File: src/rtl/proctypes.sv
// Shared processor types: instruction encoding, decoded-instruction record
// and the program sequencer state set.
package proctypes;

    localparam int NUM_INSTRUCTIONS_WIDTH = 4;

    typedef enum logic [2:0] {
        opNop,
        opCameraSet,
        opRender,
        opFrame,
        opUnsupported
    } IType;

    typedef struct packed {
        IType        iType;
        logic [1:0]  sel;
        logic [15:0] data;
    } DecodedInst;

    typedef enum logic [2:0] {
        IDLE,
        FETCH,
        ISSUE,
        FRAME_WAIT,
        DONE
    } SeqState;

endpackage

File: src/rtl/program_sequencer.sv
// Instruction issue controller: walks the instruction BRAM from pc 0 to
// last_pc, issues each decoded instruction to execute as a one-cycle pulse,
// gates opFrame on a pending display tick and skips unsupported opcodes.
module program_sequencer
    import proctypes::*;
#(
    parameter logic LOOP           = 1'b1,
    parameter int   FRAME_MIN_WAIT = 2
) (
    input  logic                              clk_50mhz,
    input  logic                              rst_n,
    input  logic                              start,
    input  logic                              halt,
    input  logic [NUM_INSTRUCTIONS_WIDTH-1:0] last_pc,
    input  logic                              frame_tick,
    output logic [NUM_INSTRUCTIONS_WIDTH-1:0] instr_addr,
    input  DecodedInst                        dInst_in,
    input  logic                              memory_ready,
    output logic                              dInst_valid,
    output DecodedInst                        dInst,
    output logic [NUM_INSTRUCTIONS_WIDTH-1:0] pc,
    output logic                              busy,
    output logic                              done,
    output logic                              err_unsupported
);

    localparam int          W         = NUM_INSTRUCTIONS_WIDTH;
    // Dwell counter saturates here; leaving FRAME_WAIT is allowed from this value.
    localparam logic [3:0]  WAIT_LAST = 4'(FRAME_MIN_WAIT - 1);

    SeqState        state_q, state_d;
    logic [W-1:0]   pc_q, pc_d;
    logic [3:0]     cnt_q, cnt_d;
    logic           err_q, err_d;
    logic           tick_q, tick_d;
    logic           issue, consume, advance, start_ok;
    logic [W-1:0]   instr_addr_q;
    logic [W-1:0]   pc_iss_q;
    DecodedInst     dInst_q;
    logic           dInst_valid_q, busy_q, done_q;

    // Next-state, pc walk, dwell counter and sticky flags.
    always_comb begin
        state_d  = state_q;
        pc_d     = pc_q;
        cnt_d    = cnt_q;
        err_d    = err_q;
        issue    = 1'b0;
        consume  = 1'b0;
        advance  = 1'b0;
        start_ok = 1'b0;

        case (state_q)
            IDLE, DONE: begin
                if (start) begin
                    start_ok = 1'b1;
                    pc_d     = '0;
                    state_d  = FETCH;
                end
            end
            FETCH: begin
                state_d = halt ? IDLE : ISSUE;
            end
            ISSUE: begin
                if (halt) begin
                    state_d = IDLE;
                end else if (dInst_in.iType == opUnsupported) begin
                    err_d   = 1'b1;
                    advance = 1'b1;
                end else if (!memory_ready) begin
                    state_d = ISSUE;
                end else if (dInst_in.iType == opFrame && !tick_q) begin
                    state_d = ISSUE;
                end else begin
                    issue = 1'b1;
                    if (dInst_in.iType == opFrame) begin
                        consume = 1'b1;
                        cnt_d   = '0;
                        state_d = FRAME_WAIT;
                    end else begin
                        advance = 1'b1;
                    end
                end
            end
            FRAME_WAIT: begin
                if (halt) begin
                    cnt_d   = '0;
                    state_d = IDLE;
                end else if (cnt_q == WAIT_LAST) begin
                    if (memory_ready) begin
                        cnt_d   = '0;
                        advance = 1'b1;
                    end
                end else begin
                    cnt_d = cnt_q + 4'd1;
                end
            end
            default: state_d = IDLE;
        endcase

        // Compare with >= so a last_pc lowered mid-run still terminates the walk.
        if (advance) begin
            if (pc_q >= last_pc) begin
                if (LOOP) begin
                    pc_d    = '0;
                    state_d = FETCH;
                end else begin
                    state_d = DONE;
                end
            end else begin
                pc_d    = pc_q + 1'b1;
                state_d = FETCH;
            end
        end

        if (start_ok) begin
            err_d = 1'b0;
        end

        // A tick arriving in the same cycle as a consume or start wins.
        tick_d = frame_tick | (tick_q & ~consume & ~start_ok);
    end

    // State, control flags and registered outputs.
    always_ff @(posedge clk_50mhz or negedge rst_n) begin
        if (!rst_n) begin
            state_q       <= IDLE;
            pc_q          <= '0;
            cnt_q         <= '0;
            err_q         <= 1'b0;
            tick_q        <= 1'b0;
            instr_addr_q  <= '0;
            pc_iss_q      <= '0;
            dInst_q       <= '0;
            dInst_valid_q <= 1'b0;
            busy_q        <= 1'b0;
            done_q        <= 1'b0;
        end else begin
            state_q       <= state_d;
            pc_q          <= pc_d;
            cnt_q         <= cnt_d;
            err_q         <= err_d;
            tick_q        <= tick_d;
            instr_addr_q  <= pc_d;
            dInst_valid_q <= issue;
            busy_q        <= (state_d == FETCH) || (state_d == ISSUE) || (state_d == FRAME_WAIT);
            done_q        <= (state_d == DONE);
            if (issue) begin
                dInst_q  <= dInst_in;
                pc_iss_q <= pc_q;
            end
        end
    end

    assign instr_addr      = instr_addr_q;
    assign dInst_valid     = dInst_valid_q;
    assign dInst           = dInst_q;
    assign pc              = pc_iss_q;
    assign busy            = busy_q;
    assign done            = done_q;
    assign err_unsupported = err_q;

endmodule
File: config.mk
export PLATFORM = sky130hd
export DESIGN_NAME = program_sequencer
export DESIGN_NICKNAME = d
export VERILOG_FILES = /design/src/rtl/proctypes.sv /design/src/rtl/program_sequencer.sv
export SDC_FILE = /design/constraint.sdc
export NUM_CORES = 1
export LEC_CHECK = 0
export BUFFER_PORTS_ARGS = -buffer_cell sky130_fd_sc_hd__buf_4
export CAP_MARGIN = 40
export CORE_ASPECT_RATIO = 0.6
export CORE_MARGIN = 8
export CORE_UTILIZATION = 25
export CTS_BUF_LIST = sky130_fd_sc_hd__clkbuf_8
export CTS_CLUSTER_DIAMETER = 150
export DETAILED_ROUTE_END_ITERATION = 6
export PLACE_DENSITY = 0.47
export SLEW_MARGIN = 20
export SYNTH_ARGS = -nofsm -noshare
export SYNTH_HDL_FRONTEND = slang
export SYNTH_SLANG_ARGS = --single-unit
File: constraint.sdc
create_clock -name clk_50mhz -period 2.4 [get_ports clk_50mhz]
set_clock_uncertainty 0.15 [all_clocks]
set_input_delay 0.12 -clock clk_50mhz [delete_from_list [all_inputs] [get_ports clk_50mhz]]
set_output_delay 0.12 -clock clk_50mhz [all_outputs]
set_load 0.03 [all_outputs]
Word-level counts from Yosys, hierarchy flattened

Cells that the tools add are included.

Bits of input ports: 31
Bits in registers: 41
Bits in read-only memories: 0
Output and inout bits: 33
Bits in latches: 0
Memories: 0
RAM bits: 0

Bitwise operators: 5
Shift operators: 0
Equal/unequal tests: 18
Magnitude comparators: 1
Reductions and logical operators: 14
Div/mod/pow operators: 0
$add $sub $neg: 2
Mux-type cells: 49
Multiply operators: 0

Operators by type and width:

| cell                                                                    | number |
|---|---|
| 4-bit two-way mux                                                       | 12 |
| 1-bit two-way mux                                                       | 25 |
| 3-bit two-way mux                                                       | 8 |
| 3-bit by 2-bit == test with 1-bit output, second input constant         | 5 |
| 3-bit case mux with 4 select lines                                      | 1 |
| 2-bit inequality test, second input constant                            | 5 |
| 2-bit nonzero test                                                      | 5 |
| 3-bit == test, second input constant                                    | 3 |
| 4-bit by 1-bit adder with 4-bit output, second input constant           | 2 |
| 4-bit case mux with 2 select lines                                      | 1 |
| 7-bit AND reduction                                                     | 1 |
| 3-bit by 1-bit == test with 1-bit output, second input constant         | 2 |
| 4-bit by 1-bit == test with 1-bit output, second input constant         | 1 |
| 4-bit greater-or-equal comparator                                       | 1 |
| 4-bit inequality test, second input constant                            | 1 |
| 3-bit zero test                                                         | 1 |
| 3-bit AND reduction                                                     | 1 |
| 1-bit bitwise AND                                                       | 2 |
| 1-bit logical OR                                                        | 2 |
| 2-bit two-way mux                                                       | 1 |
| 2-bit by 1-bit inequality test with 1-bit output, second input constant | 1 |
| 1-bit NOT                                                               | 2 |
| 1-bit case mux with 2 select lines                                      | 1 |
| 2-bit AND reduction                                                     | 1 |
| 4 further kinds                                                         | 4 |

Depth between registers and ports, before layout

Gate-level depths: netlist of run 1.

Depth in word-level cells: 11
Depth in mapped cells: 7
Depth with buffers taken out: 7

Worst setup path before layout of run 1

Ideal clock, no wire load.

Path kind: flip-flop to flip-flop
Start: register, netlist name instr_addr[0]
End: register instr_addr_q[2], in the netlist instr_addr[2]
Data arrival time: 1989 ps
Setup slack: 196 ps
Setup time: 65 ps
Data required time: 2185 ps
Stages on the path, launching flop included: 8
Path through: dfrtp_1 inv_1 ha_1 nand2b_1 a2111oi_2 o221ai_1 nor3b_1 a211o_1

RTL lines:

| element                | RTL line                 | RTL |
|---|---|---|
| end signal: assignment | program_sequencer.sv:144 | `instr_addr_q <= pc_d;` |
| end: declaration       | program_sequencer.sv:37  | `logic [W-1:0] instr_addr_q;` |

Worst setup path in the final report of run 1

Start: register cnt_q[1]
End: register instr_addr_q[2], in the netlist instr_addr[2]

Word-level cells in the longest chain between the ends: 6
Elaborated cells between the ends (all ways): 8
Those cells by class: eq/ne: 1; mux: 4; reduce/logical: 3

Ends and longest elaborated chain:

| element                                    | RTL line                 | RTL |
|---|---|---|
| start: declaration                         | program_sequencer.sv:33  | `logic [3:0] cnt_q, cnt_d;` |
| start signal: assignment                   | program_sequencer.sv:141 | `cnt_q <= cnt_d;` |
| 4-bit by 1-bit == test with 1-bit output * | program_sequencer.sv:89  | `end else if (cnt_q == WAIT_LAST) begin` |
| 1-bit two-way mux *                        | program_sequencer.sv:89  |  |
| 1-bit two-way mux *                        | program_sequencer.sv:86  | `if (halt) begin` |
| 1-bit case mux with 2 select lines *       | program_sequencer.sv:53  | `case (state_q)` |
| 2-bit nonzero test (no line)               | --                       |  |
| 2-bit AND reduction (no line)              | --                       |  |

Mark *: on every way between the ends. The rest lies on a longest branch, timed or not.
A chain may end at the register's enable or synchronous reset.

==> results of run 1 <==
[routing by layer]
| layer | GRT usage, % | wire, um | part of all wire, % |
|---|---|---|---|
| met4 | 2.23 | 26 | 0.52 |
| met1 | 13.7 | 2660 | 53 |
| met2 | 13.2 | 1920 | 38 |
| met3 | 4.34 | 414 | 8.2 |
| met5 | 0 | 0 | 0 |
[path summary, 6_finish.rpt]
kind,start,endpoint,slack [ns],depth (start not counted)
max,cnt_q[1],instr_addr[2],0.20,7
min,dInst_in[20],dInst[20],0.03,3
max reg2reg,cnt_q[1],instr_addr[2],0.20,7
min reg2reg,dInst[11],dInst[11],0.34,1
max in group asynchronous,rst_n,dInst[6],1.53,2
min in group asynchronous,rst_n,dInst[20],0.20,2
[power by group]
part           switching [mW]  internal [mW]  leakage, nW
combinational           0.718          0.519        0.782
sequential              0.140          0.920        0.525
clock                   0.255          0.261       0.0542
[repair_timing]
action                                 in CTS  in global routing
endpoints found under the hold margin      68                  0
hold buffers                               25                  0
gates resized for setup                     0                  0
[stage by stage]
stage                     setup slack, ns  util, %  instance area, um2
final                               0.198     39.4                2890
after global routing               0.0943     39.4                2890
after detailed placement            0.234     34.6                2530
after CTS                           0.217     39.4                2890
after global placement              0.271     34.6                2530
after floorplan                     0.196        -                1910
[layout make-up]
cell class / instances / share of cell area, %
Multi-Input combinational cell: 98 / 28.4
Timing Repair Buffer: 93 / 26.8
Sequential cell: 41 / 35.6
Clock buffer: 7 / 3.34
Tap cell: 104 / 4.51
Inverter: 9 / 1.17
Clock inverter: 1 / 0.173
[cell usage in the layout, fill, tap and decap left out, types with 5 or more instances in the layout]
cell type	count
ha_1	7
mux2_1	23
inv_1	9
buf_4	67
clkbuf_8	7
nand2_1	5
dfrtp_1	41
dlygate4sd3_1	25
nor2_1	10
[worst register-to-register path, stage by stage (launching register included)]
cell,delay [ns]
dfrtp_1,0.41
inv_1,0.08
ha_1,0.13
or3b_4,0.39
a211oi_2,0.33
o21a_2,0.23
a21oi_2,0.08
a211o_1,0.30
[state kept, by name, indices dropped and copies added (netlist names)]
signal / cells
busy: 1
cnt_q: 4
dInst: 21
dInst_valid: 1
done: 1
err_unsupported: 1
instr_addr: 4
pc: 4
state_q: 3
tick_q: 1
[kinds of logic after synthesis]
group           count (synthesis)  share of synthesized area, %
buf+inv                        12                          3.15
fa+ha+maj                       7                          4.59
mux                            24                          14.1
flops                          41                          53.8
simple gates                   38                          12.2
xor+xnor                        1                         0.459
compound gates                 28                          11.7
==> flow_summary.toml, run 1 <==
[synth]
synth_cell_types = 44
syn-cell-area_um2 = 1910
syn_avg_cell_area_um2 = 12.6
synth_area_leaders = "dfrtp_1, mux2_1, ha_1"
yosysWarnings = 0
async_reset_ff_share_pct = 100
synth-edff-count = 0
syn_inst = 151
ys.flop_type = "dfrtp_1"
yosysMostFrequentCell = "dfrtp_1"
synth-seq-area-share_pct = 53.8
yosys-top-cells-count = "dfrtp_1, mux2_1, nor2_1"
synth_fp_nets = 189
yosys.area.top_type_share_pct = 53.8
synth-seq-cells = 41
yosysTopAreaCell = "dfrtp_1"

[run_status]
status = "finished clean"

[die]
die_x_um = 129
core_area_um2 = 7330
placementRows = 24
dieArea_um2 = 10800
start_util_pct = 26.0
die_h_um = 83.7
pin_count = 64

[power_and_ir_drop]
ir_worst_vdd_mv = 0.391
leakagePower_nw = 1.36
total_power_mw = 2.81
power.density_nw_per_um2 = 975

[finish]
fin_cells = 353
area_growth_pct = 51.3
multi_input_area_um2 = 821
n_fill_cell = 734
final_net_count = 286
regArea_um2 = 1030
diodes = 0
drive_above_1_share_pct = 34.1

[worst_setup_path]
cp-start-kind = "register"
path_cells = "inv_1, ha_1, or3b_4, a211oi_2, o21a_2, a21oi_2, a211o_1"
arrival_ns = 2.24
crit_fanout = 5
endpoint_kind = "register"
slowest_delay_ns = 0.41
critPathRequiredTime_ns = 2.44
critPathTopFamily = "compound AO/OA/AOI/OAI gates"
slowest_stage = "dfrtp_1"
worst-path-buf-inv = 1
worst-setup-path-type = "register to register"

[routing]
drt-wirelength-per-cell_um = 14.2
viasPerCell = 4.33
drc = 0
dr.pass1.iters = 4
dr_total_vias = 1530
wirelength_um = 5020
ant_nets = 0
drtIter0Drc = 46

[placement]
dp_cells = 320
place_congestion = 0.698
dp_hpwl_um = 3590
port_buffers = 63

[global_route]
grt_max_degree = 42
grt_pass1_wl_um = 8550
grt_pass1_vias = 1667
antenna_found_initial = 0
grt_usage_pct = 9.79
overflow = 0

[worst_hold_path]
min_path_type = "primary input to register"

[sta]
hold_slack_ns = 0.0259
period_minus_slack_ns = 2.20
maxSlewViolCount = 0
rsz0062_at_grt = "false"
fin_crit_sh_pct = 91.7
tns_ns = 0
worst_pin_slew_ns = 0.539
final-hold-violation-count = 0
fmax_ghz = 0.454
final-setup-viol-count = 0
slew_headroom_pct = 64.1

[clock_tree]
path_clk_slew_ns = 0.08
cts_setup_buffers = 0
h-tree-depth = 2
cts.sinks = 41
numCtsBuffers = 5
root_buffer = "clkbuf_8"
clock_latency_ns = 0.29
clock_path_buffers = 2
cts_tree = "yes"

[job]
drv_cap = 0
(Power assumes the default switching activity.)
==> run 2, diff against run 1 <==
- CORE_MARGIN: 8 -> 2
- MAX_ROUTING_LAYER: default -> met4
==> flow_summary.toml, run 2 (same netlist as run 1, synthesis figures left out) <==
[run_status]
status = "finished clean"

[clock_tree]
cts_setup_buffers = 0
h-tree-depth = 2
cts_tree = "yes"
cts.sinks = 41
numCtsBuffers = 5
clock_path_buffers = 2
clock_latency_ns = 0.30
path_clk_slew_ns = 0.07
root_buffer = "clkbuf_8"

[sta]
worst_pin_slew_ns = 0.560
maxSlewViolCount = 0
final-hold-violation-count = 0
fin_crit_sh_pct = 93.4
slew_headroom_pct = 62.6
fin_ws_ns = 0.158
final-setup-viol-count = 0
period_minus_slack_ns = 2.24
rsz0062_at_grt = "false"
hold_slack_ns = 0.0231
fmax_ghz = 0.446
tns_ns = 0

[finish]
area_growth_pct = 52.1
final_cell_area_um2 = 2900
mostFrequentLayoutCell = "buf_4"
drive_above_1_share_pct = 34.4
largest_reg_flops = 21
diodes = 0
final_net_count = 287
final_cell_mix = "buf_4, dfrtp_1, dlygate4sd3_1"

[routing]
wirelength_um = 4750
dr_total_vias = 1584
drt-wirelength-per-cell_um = 13.4
ant_nets = 0
drc = 0
viasPerCell = 4.47
dr.pass1.iters = 4
drtIter0Drc = 56

[job]
drv_cap = 0

[placement]
dp_hpwl_um = 3270
detailed_place.area_um2 = 2530
port_buffers = 63
place_ws_ns = 0.251
place_congestion = 0.765

[power_and_ir_drop]
leakagePower_nw = 1.37
power.density_nw_per_um2 = 968
ir_worst_vdd_mv = 0.563

[global_route]
antenna_found_initial = 0
overflow = 0
grt_pass1_vias = 1652
grt_usage_pct = 12.7
grt_pass1_wl_um = 7890
grt_max_degree = 42

[die]
pin_count = 64
start_util_pct = 26.0
dieArea_um2 = 8370
core_area_um2 = 7330
die_x_um = 117
placementRows = 24
die_h_um = 71.7

[worst_setup_path]
cp-start-kind = "primary input"
crit_fanout = 6
critPathRequiredTime_ns = 2.43
worst-setup-path-type = "primary input to register"
arrival_ns = 2.27
endpoint_kind = "register"

[worst_hold_path]
min_path_type = "primary input to register"
run 2: cell count changes in the layout (fill, tap and decap cells not counted), sizes merged:
cell	delta
dlygate4sd3	+1
run 2: cell type report:
| class | instances | area, um2 |
|---|---|---|
| fill | 746 | 4430 |
| clock buffer | 7 | 96.3 |
| timing repair buffer | 94 | 783 |
| multi-input combinational | 98 | 826 |
| sequential | 41 | 1030 |
| clock inverter | 1 | 5.00 |
| inverter | 9 | 33.8 |
| tap | 104 | 130 |
run 2: metrics by stage:
step | std cells | util, % | total power, mW
after floorplan | 151 | - | 1.78
after global placement | 320 | 34.6 | 2.28
after detailed placement | 320 | 34.6 | 2.29
after CTS | 354 | 39.5 | 2.85
after global routing | 354 | 39.6 | 3.00
final | 354 | 39.6 | 2.81
run 2: report_power, final:
group          total, mW  internal (mW)  leakage [nW]  switching (mW)
logic               1.24          0.522         0.791           0.714
clock network      0.512          0.260        0.0542           0.252
registers           1.06          0.920         0.525           0.140
run 2: path summary, 6_finish.rpt:
| check | endpoint | from | slack, ns | cells past startpoint |
|---|---|---|---|---|
| worst max-delay path | dInst[18] | halt | 0.16 | 8 |
| worst min-delay path | dInst[20] | dInst_in[20] | 0.02 | 3 |
| worst max register to register | instr_addr[2] | cnt_q[1] | 0.21 | 7 |
| worst min register to register | dInst[8] | dInst[8] | 0.34 | 1 |
| max in group asynchronous | dInst[9] | rst_n | 1.52 | 2 |
| min in group asynchronous | tick_q | rst_n | 0.20 | 2 |
run 2: worst max-delay path, cell delays in order:
cell	delay, ns
dlygate4sd3_1	0.53
buf_4	0.16
nor2_1	0.10
nand2_1	0.13
or3_4	0.40
o21ai_0	0.17
a221oi_1	0.09
dlygate4sd3_1	0.57
run 2: timing repair:
item | CTS | global route
setup endpoints to repair | 0 | 1
gates resized for setup | 0 | 1
hold endpoints to repair | 68 | 0
hold buffers | 26 | 0
run 2: per-layer routing:
metal,GRT usage (%),vias up,routed length [um]
met2,16.8,66,1900
met3,5.33,10,441
met5,-,-,0
met1,17.4,752,2340
met4,3.92,0,65
li1,-,756,-
